==> src/rtl/io_pkg.sv <==
// Shared IO definitions: default input FIFO depth and the 32-bit word type.
package io_pkg;
  localparam int IN_FIFO_DEPTH_DEFAULT = 16;

  typedef logic [31:0] word_t;
endpackage

==> src/rtl/word_fifo.sv <==
// Synchronous word FIFO with free-running pointers. A push into a full FIFO
// is accepted only when a pop happens on the same edge.
module word_fifo
  import io_pkg::*;
#(
  parameter int DEPTH = IN_FIFO_DEPTH_DEFAULT,
  localparam int AW   = $clog2(DEPTH)
) (
  input  logic        clk,
  input  logic        rst,
  input  logic        push,
  input  word_t       push_data,
  input  logic        pop,
  output word_t       head,
  output logic        full,
  output logic        empty,
  output logic [AW:0] count
);

  word_t         mem [DEPTH];
  logic [AW-1:0] wr_ptr;
  logic [AW-1:0] rd_ptr;
  logic          pop_en;
  logic          wr_en;

  assign empty  = (count == '0);
  assign full   = (count == (AW+1)'(DEPTH));
  assign pop_en = pop & ~empty;
  assign wr_en  = push & (~full | pop_en);
  assign head   = mem[rd_ptr];

  // Storage array; contents need no reset since count gates visibility.
  always_ff @(posedge clk) begin
    if (wr_en) mem[wr_ptr] <= push_data;
  end

  // Pointer and occupancy bookkeeping; pointers wrap naturally at DEPTH.
  always_ff @(posedge clk) begin
    if (rst) begin
      wr_ptr <= '0;
      rd_ptr <= '0;
      count  <= '0;
    end else begin
      if (wr_en)  wr_ptr <= wr_ptr + 1'b1;
      if (pop_en) rd_ptr <= rd_ptr + 1'b1;
      case ({wr_en, pop_en})
        2'b10:   count <= count + 1'b1;
        2'b01:   count <= count - 1'b1;
        default: count <= count;
      endcase
    end
  end

endmodule

==> src/rtl/io_in_unit.sv <==
// UART-byte to 32-bit word input unit: assembles little-endian words, queues
// them, and serves 'in' instructions, stalling decode while no word is ready.
module io_in_unit
  import io_pkg::*;
#(
  parameter int DEPTH = IN_FIFO_DEPTH_DEFAULT,
  localparam int AW   = $clog2(DEPTH)
) (
  input  logic        clk,
  input  logic        rst,
  input  logic        rx_valid,
  input  logic [7:0]  rx_data,
  input  logic        in_issued,
  output word_t       in_data,
  output logic        in_stall,
  output logic        overflow,
  output logic [AW:0] level
);

  logic [1:0] byte_cnt;
  word_t      partial;
  logic       pending;
  logic       req;
  logic       do_pop;
  logic       word_done;
  word_t      fifo_head;
  logic       fifo_full;
  logic       fifo_empty;
  word_t      new_word;

  // A repeated in_issued while pending is the same request, so OR is enough.
  assign req       = in_issued | pending;
  assign do_pop    = req & ~fifo_empty;
  assign in_stall  = req & fifo_empty & ~rst;
  assign word_done = rx_valid & (byte_cnt == 2'd3);
  assign new_word  = {rx_data, partial[23:0]};

  word_fifo #(.DEPTH(DEPTH)) u_fifo (
    .clk       (clk),
    .rst       (rst),
    .push      (word_done),
    .push_data (new_word),
    .pop       (do_pop),
    .head      (fifo_head),
    .full      (fifo_full),
    .empty     (fifo_empty),
    .count     (level)
  );

  // Byte assembler: lane chosen by byte_cnt, partial cleared once a word is done.
  always_ff @(posedge clk) begin
    if (rst) begin
      byte_cnt <= '0;
      partial  <= '0;
    end else if (rx_valid) begin
      byte_cnt <= byte_cnt + 1'b1;
      if (word_done) partial <= '0;
      else           partial[8*byte_cnt +: 8] <= rx_data;
    end
  end

  // Request tracking, output register, and sticky drop flag.
  always_ff @(posedge clk) begin
    if (rst) begin
      pending  <= 1'b0;
      in_data  <= '0;
      overflow <= 1'b0;
    end else begin
      if (do_pop) begin
        pending <= 1'b0;
        in_data <= fifo_head;
      end else if (in_issued) begin
        pending <= 1'b1;
      end
      if (word_done & fifo_full & ~do_pop) overflow <= 1'b1;
    end
  end

endmodule

==> config.mk <==
export PLATFORM = sky130hd
export DESIGN_NAME = io_in_unit
export DESIGN_NICKNAME = d
export VERILOG_FILES = /design/src/rtl/io_pkg.sv /design/src/rtl/word_fifo.sv /design/src/rtl/io_in_unit.sv
export SDC_FILE = /design/constraint.sdc
export NUM_CORES = 1
export LEC_CHECK = 0
export CAP_MARGIN = 5
export CORE_ASPECT_RATIO = 1.1
export CORE_MARGIN = 2
export CORE_UTILIZATION = 50
export CTS_BUF_LIST = sky130_fd_sc_hd__clkbuf_8
export CTS_CLUSTER_DIAMETER = 120
export DETAILED_ROUTE_END_ITERATION = 10
export GPL_ROUTABILITY_DRIVEN = 0
export GPL_TIMING_DRIVEN = 0
export PLACE_DENSITY = 0.63
export SETUP_SLACK_MARGIN = 0.1
export SYNTH_ARGS = -nofsm -noshare
export SYNTH_HDL_FRONTEND = slang
export SYNTH_HIERARCHICAL = 1
export SYNTH_SLANG_ARGS = --single-unit
==> constraint.sdc <==
create_clock -name clk -period 11.3 [get_ports clk]
set_input_delay 1.13 -clock clk [delete_from_list [all_inputs] [get_ports clk]]
set_output_delay 1.13 -clock clk [all_outputs]
set_load 0.01 [all_outputs]
==> results of run 1 <==
-- worst paths after layout --
check | slack, ps | cells past startpoint | to
worst min register to register | 450 | 2 | in_data[16]
worst max-delay path | 6850 | 4 | in_stall
worst min-delay path | 450 | 2 | in_data[16]
worst max register to register | 6900 | 12 | u_fifo/mem[2][3]
-- stage by stage --
stage,total power (W),setup slack [ps],instances
after global placement,0.00280,-75.8,1763
after detailed placement,0.00281,6310,1800
final,0.00449,6850,1972
after global routing,0.00465,6690,1971
after floorplan,0.00264,5700,1133
after CTS,0.00454,6770,1971
-- cells in the final DEF (no fill, tap or decap), drive strengths merged, types with 2 or more instances in the layout --
cell	count
or2	3
a21oi	34
clkinvlp	3
and2	6
nor3	3
nor2b	3
buf	59
o211ai	2
a22oi	64
o21ai	5
o21a	6
nor3b	5
clkbuf	144
inv	50
dfxtp	77
o41ai	2
mux2i	4
nand3	4
clkinv	26
bufinv	3
edfxtp	512
a22o	24
ha	13
mux4	128
xor2	3
o2111ai	3
nor4	7
clkdlybuf4s50	49
nand2	98
xnor2	2
nor2	23
and3	4
or4	2
nand4	2
nand2b	7
-- power breakdown --
group          switching (W)  internal, W  leakage [nW]
combinational       0.000187     0.000148          2.07
sequential         0.0000300      0.00239          5.46
clock               0.000804     0.000927          1.05
-- routing by layer --
metal  vias up  wire [um]  GRT usage
met3        72       3230     0.0450
li1       4993          -          -
met1      6016      21300      0.312
met5         -         13          0
met4         2       1150     0.0770
met2       368      25100      0.372
-- Yosys cell counts, types with 4 or more instances --
cell      instances  area [um2]
a21oi_1          34         170
a22o_1           24         210
a22oi_1          64         480
and2_1            6        37.5
and3_1            4        25.0
buf_2            20         100
clkbuf_1         38         143
dfxtp_1          77        1540
edfxtp_1        512       15400
ha_1             13         163
inv_1            16        60.1
mux2i_1           4        40.0
mux4_2          128        2880
nand2_1          98         368
nand2b_1          7        43.8
nand3_1           4        20.0
nor2_1           23        86.3
nor3b_1           5        37.5
nor4_1            5        31.3
o21a_1            6        45.0
-- critical path, cell delays in order --
cell             delay, ps
clkdlybuf4s50_1        830
clkbuf_1               720
nor3b_1                120
clkdlybuf4s50_1        520
-- area by class of cell --
class,instances,area [um2]
diodes,1,2.50
plain buffers,60,258
clock buffers,106,1460
clock inverters,65,360
fillers,3395,18300
inverters,17,63.8
multi-input cells,467,5090
flip-flops and latches,589,16900
well taps,581,727
repair buffers,86,971
-- sequential cells by signal, summed over array words and instances, names as in the netlist, named ones only --
signal and count:
u_fifo/mem 512, in_data 32, partial 24, u_fifo/count 5
u_fifo/rd_ptr 4, u_fifo/wr_ptr 4, byte_cnt 2, overflow 1
pending 1
-- cell families after synthesis --
kind of cell	Yosys count	synth area share
xor gates and xnor gates	5	0.00197
AOI/OAI and AO/OA	148	0.0482
muxes	132	0.131
buffers and inverters	77	0.0144
DFF	589	0.760
adders and majority gates	14	0.00821
and+or+nand+nor	168	0.0358
==> impl_metrics.csv, run 1 <==
group,metric,value,unit
critical_path,worstPathArrival,3320,ps
drt,drc,0,
critical_path,reg2reg_from,"u_fifo/count[4]",
sta,finalClockSkew,26.8,ps
clock_tree,cts.reportedPaths.clkPinSlew,50,ps
drt,viasPerCell,5.81,
critical_path,crit_path_max_fanout,11,
status,status,"completed",
grt,grt_overflow,0,
drt,wirelength,50800,um
drt,first_pass_iters,7,
floorplan,core,44200,um2
finish,area_growth,16.1,%
floorplan,die_x,205,um
clock_tree,numClockSinks,589,
finish,drive_above_1_share,0.245,
sta,worst_hold_slack,452,ps
logic_synthesis,ys_seq_elements,589,
finish,design_area,25800,um2
logic_synthesis,synth_edf_count,512,
clock_tree,numCtsBuffers,91,
placed_design,dpl.hpwl,32700,um
placed_design,port_buffers,49,
floorplan,ioPinCount,51,
logic_synthesis,synth_ff_type,"edfxtp_1",
drt,postRouteAntennaNets,0,
clock_tree,cts_buffer_depth,3,
power,peakVddDrop,0.000160,V
sta,fin_setup_tns,0,ps
sta,finalSetupViolCount,0,
logic_synthesis,syn_area,22300,um2
clock_tree,holdBufCountCts,0,
sta,hold_violations,0,
clock_tree,ctsHtreeMaxLevel,3,
power,p_per_area,174,nW/um2
sta,drv_slew,0,
logic_synthesis,yosysWarnings,6,
clock_tree,root_buffer,"clkbuf_8",
clock_tree,cts_resized,0,
critical_path,required,10170,ps
logic_synthesis,ys_seq_area_frac,0.760,
logic_synthesis,yosysUniqueCellTypes,50,
sta,fmax,0.225,GHz
clock_tree,tritoncts,"yes",
sta,period_minus_slack,4450,ps
grt,grtUsageTotal,0.228,
sta,tightest_slew,1050,ps
sta,rsz0062_at_grt,"no",
critical_path,crit_path_end_kind,"primary output",
finish,fin_util,0.585,
worst_hold_path,hold_path_class,"flop to flop",
finish,nets,1338,
critical_path,crit_start,"rst",
floorplan,rows,81,
floorplan,start_util,0.504,
critical_path,cp-start-kind,"input pin",
logic_synthesis,avgSynthCellArea,19.6,um2
critical_path,path_class,"input pin to primary output",
drt,wl_per_cell,25.8,um
logic_synthesis,syn_inst,1133,
power,power_leakage,8.58,nW
clock_tree,post_cts.repair.setup_buffers,0,
placed_design,placed_cell_area,24000,um2
floorplan,dieArea,46200,um2
grt,grt_pass1_vias,11700,
floorplan,die_h,225,um
logic_synthesis,synth_fp_nets,1159,
logic_synthesis,async_flop_share,0,
clock_tree,clk_latency,670,ps
grt,grt_max_degree,21,
sta,slew_headroom,0.299,
sta,post-route-period-util,0.394,
drt,dr_total_vias,11500,
grt,grt_pass1_wl,75000,um
grt,antenna_found_initial,2,
drt,drt-initial-drc-count,880,
worst_hold_path,min-delay-start,"in_data[16]",
run,maxCapViolCount,0,
Power figures use the tool's default switching activity.
==> run 2: changes to the inputs <==
- clock period: 11.3 -> 4.3 ns (I/O delays scaled with it)
==> run 2 against run 1 <==
  * Via count increased by 0.79%
  * Total power rose to 2.6 times the previous value
  * Core utilization up 0.31 points
  * Critical path depth rose by 10
  * Combinational power increased to 2.6 times the previous value
  * Critical path type is now flop to flop
  * Critical endpoint is now u_fifo/count[4]
  * Largest cell class unchanged
  * Largest power group unchanged
==> impl_metrics.csv, run 2 (synthesized netlist as in run 1, its figures left out) <==
group,metric,value,unit
sta,slew_headroom,0.291,
power,peakVddDrop,0.000420,V
finish,fin_util,0.588,
sta,finalSetupViolCount,0,
drt,postRouteAntennaNets,0,
grt,grt_max_degree,21,
floorplan,dieArea,46200,um2
clock_tree,cts_buffer_depth,3,
floorplan,core,44200,um2
critical_path,cp-start-kind,"flop",
finish,mostFrequentLayoutCells,"edfxtp_1, mux4_2, clkbuf_8",
finish,top_regs,"u_fifo/mem: 512 flops, in_data: 32 flops, partial: 24 flops",
sta,period_minus_slack,3970,ps
floorplan,start_util,0.504,
grt,antenna_found_initial,2,
floorplan,rows,81,
sta,fmax,0.252,GHz
drt,dr_wl_met2,25300,um
drt,dr_total_vias,11500,
grt,grt_overflow,0,
status,status,"completed",
floorplan,die_x,205,um
finish,fillers,3378,
drt,highest_layer,"met5",
clock_tree,ctsHtreeMaxLevel,3,
critical_path,crit_path_end_kind,"flop",
critical_path,worstPathArrival,4490,ps
drt,drt-initial-drc-count,875,
clock_tree,root_buffer,"clkbuf_8",
drt,drc,0,
run,maxCapViolCount,0,
finish,area_growth,16.7,%
finish,nets,1346,
worst_hold_path,hold_path_class,"input pin to flop",
drt,wl_per_cell,25.8,um
grt,grt_pass1_wl,75100,um
clock_tree,numCtsBuffers,91,
placed_design,place_ws,-71.1,ps
drt,wl_met1,21600,um
drt,first_pass_iters,5,
clock_tree,numClockSinks,589,
clock_tree,cts.reportedPaths.clkPinSlew,70,ps
finish,largest_reg_flops,512,
sta,rsz0062_at_grt,"no",
grt,grtUsageTotal,0.229,
placed_design,dpl.hpwl,32700,um
critical_path,required,4820,ps
critical_path,crit_path_max_fanout,18,
placed_design,port_buffers,49,
clock_tree,clk_latency,670,ps
power,power_leakage,8.63,nW
clock_tree,holdBufCountCts,0,
sta,drv_slew,0,
finish,top_register,"u_fifo/mem",
floorplan,ioPinCount,51,
finish,drive_above_1_share,0.252,
clock_tree,tritoncts,"yes",
sta,finalClockSkew,26.1,ps
sta,tightest_slew,1060,ps
sta,setup_ws,329,ps
floorplan,die_h,225,um
drt,viasPerCell,5.83,
sta,fin_setup_tns,0,ps
critical_path,path_class,"flop to flop",
grt,grt_pass1_vias,11700,
drt,wirelength,51100,um
drt,met3_wirelength,3160,um
sta,hold_violations,0,
sta,post-route-period-util,0.923,
power,p_per_area,454,nW/um2
finish,mostFrequentLayoutCell,"edfxtp_1",
[run 2: cell count changes in the layout (fill, tap and decap cells not counted), sizes merged]
cell,delta
buf,+8
diode,+1
[run 2: area by class of cell]
cell class,instances,area [um2],share of cell area
sequential,589,16900,0.651
multi-input combinational,467,5150,0.198
clock buffer,106,1460,0.0561
timing repair buffer,94,1040,0.0402
tap,581,727,0.0280
clock inverter,65,360,0.0139
buffer,60,262,0.0101
inverter,17,63.8,0.00246
antenna,2,5.00,0.000193
[run 2: metrics by stage]
step / power [W] / std cells / hold slack (ps) / cell area (um2)
finish: 0.0118 / 1981 / 141 / 26000
global route: 0.0122 / 1979 / 178 / 26000
CTS: 0.0119 / 1971 / 99.3 / 25900
detailed placement: 0.00736 / 1800 / 448 / 24000
global placement: 0.00733 / 1763 / 444 / 23500
floorplan: 0.00692 / 1133 / 481 / 22300
[run 2: worst max-delay path, cell delays in order, from the launching register on]
cell and delay (ps):
dfxtp_1 380, or4_4 530, buf_6 170, nor2_1 160
o21bai_4 240, buf_8 200, inv_1 170, buf_4 270
nor2b_1 170, o21ai_2 110, inv_2 120, ha_1 330
o2bb2ai_1 310, a2111oi_0 110, or4_1 550
[run 2: where the power goes]
part	total, W	internal, W	switching (W)
clock	0.00455	0.00244	0.00211
sequential	0.00636	0.00628	0.0000800
combinational	0.000879	0.000387	0.000492
[run 2: repair_timing]
action | CTS | global route
cloned | 0 | 0
pin swaps | 0 | 2
resized for setup | 3 | 12
setup buffers | 0 | 8
endpoints found under the setup margin | 103 | 326
[run 2: path summary, 6_finish.rpt]
path              slack (ps)         endpoint            start  cells after the start
setup / recovery         330  u_fifo/count[4]  u_fifo/count[0]                     14
hold / removal           140      byte_cnt[0]         rx_valid                      3
setup reg to reg         330  u_fifo/count[4]  u_fifo/count[0]                     14
hold reg to reg          450      in_data[16]      in_data[16]                      2
[run 2: routing by layer]
layer,up-vias,global-route usage
met5,-,0
met4,2,0.0770
met3,65,0.0450
met2,381,0.372
met1,6085,0.312
li1,5009,-
==> run 3: changes to the inputs <==
- GPL_ROUTABILITY_DRIVEN: 0 -> not set
==> results of run 3 <==
No change in the layout: final DEF, timing and power equal those of run 2.
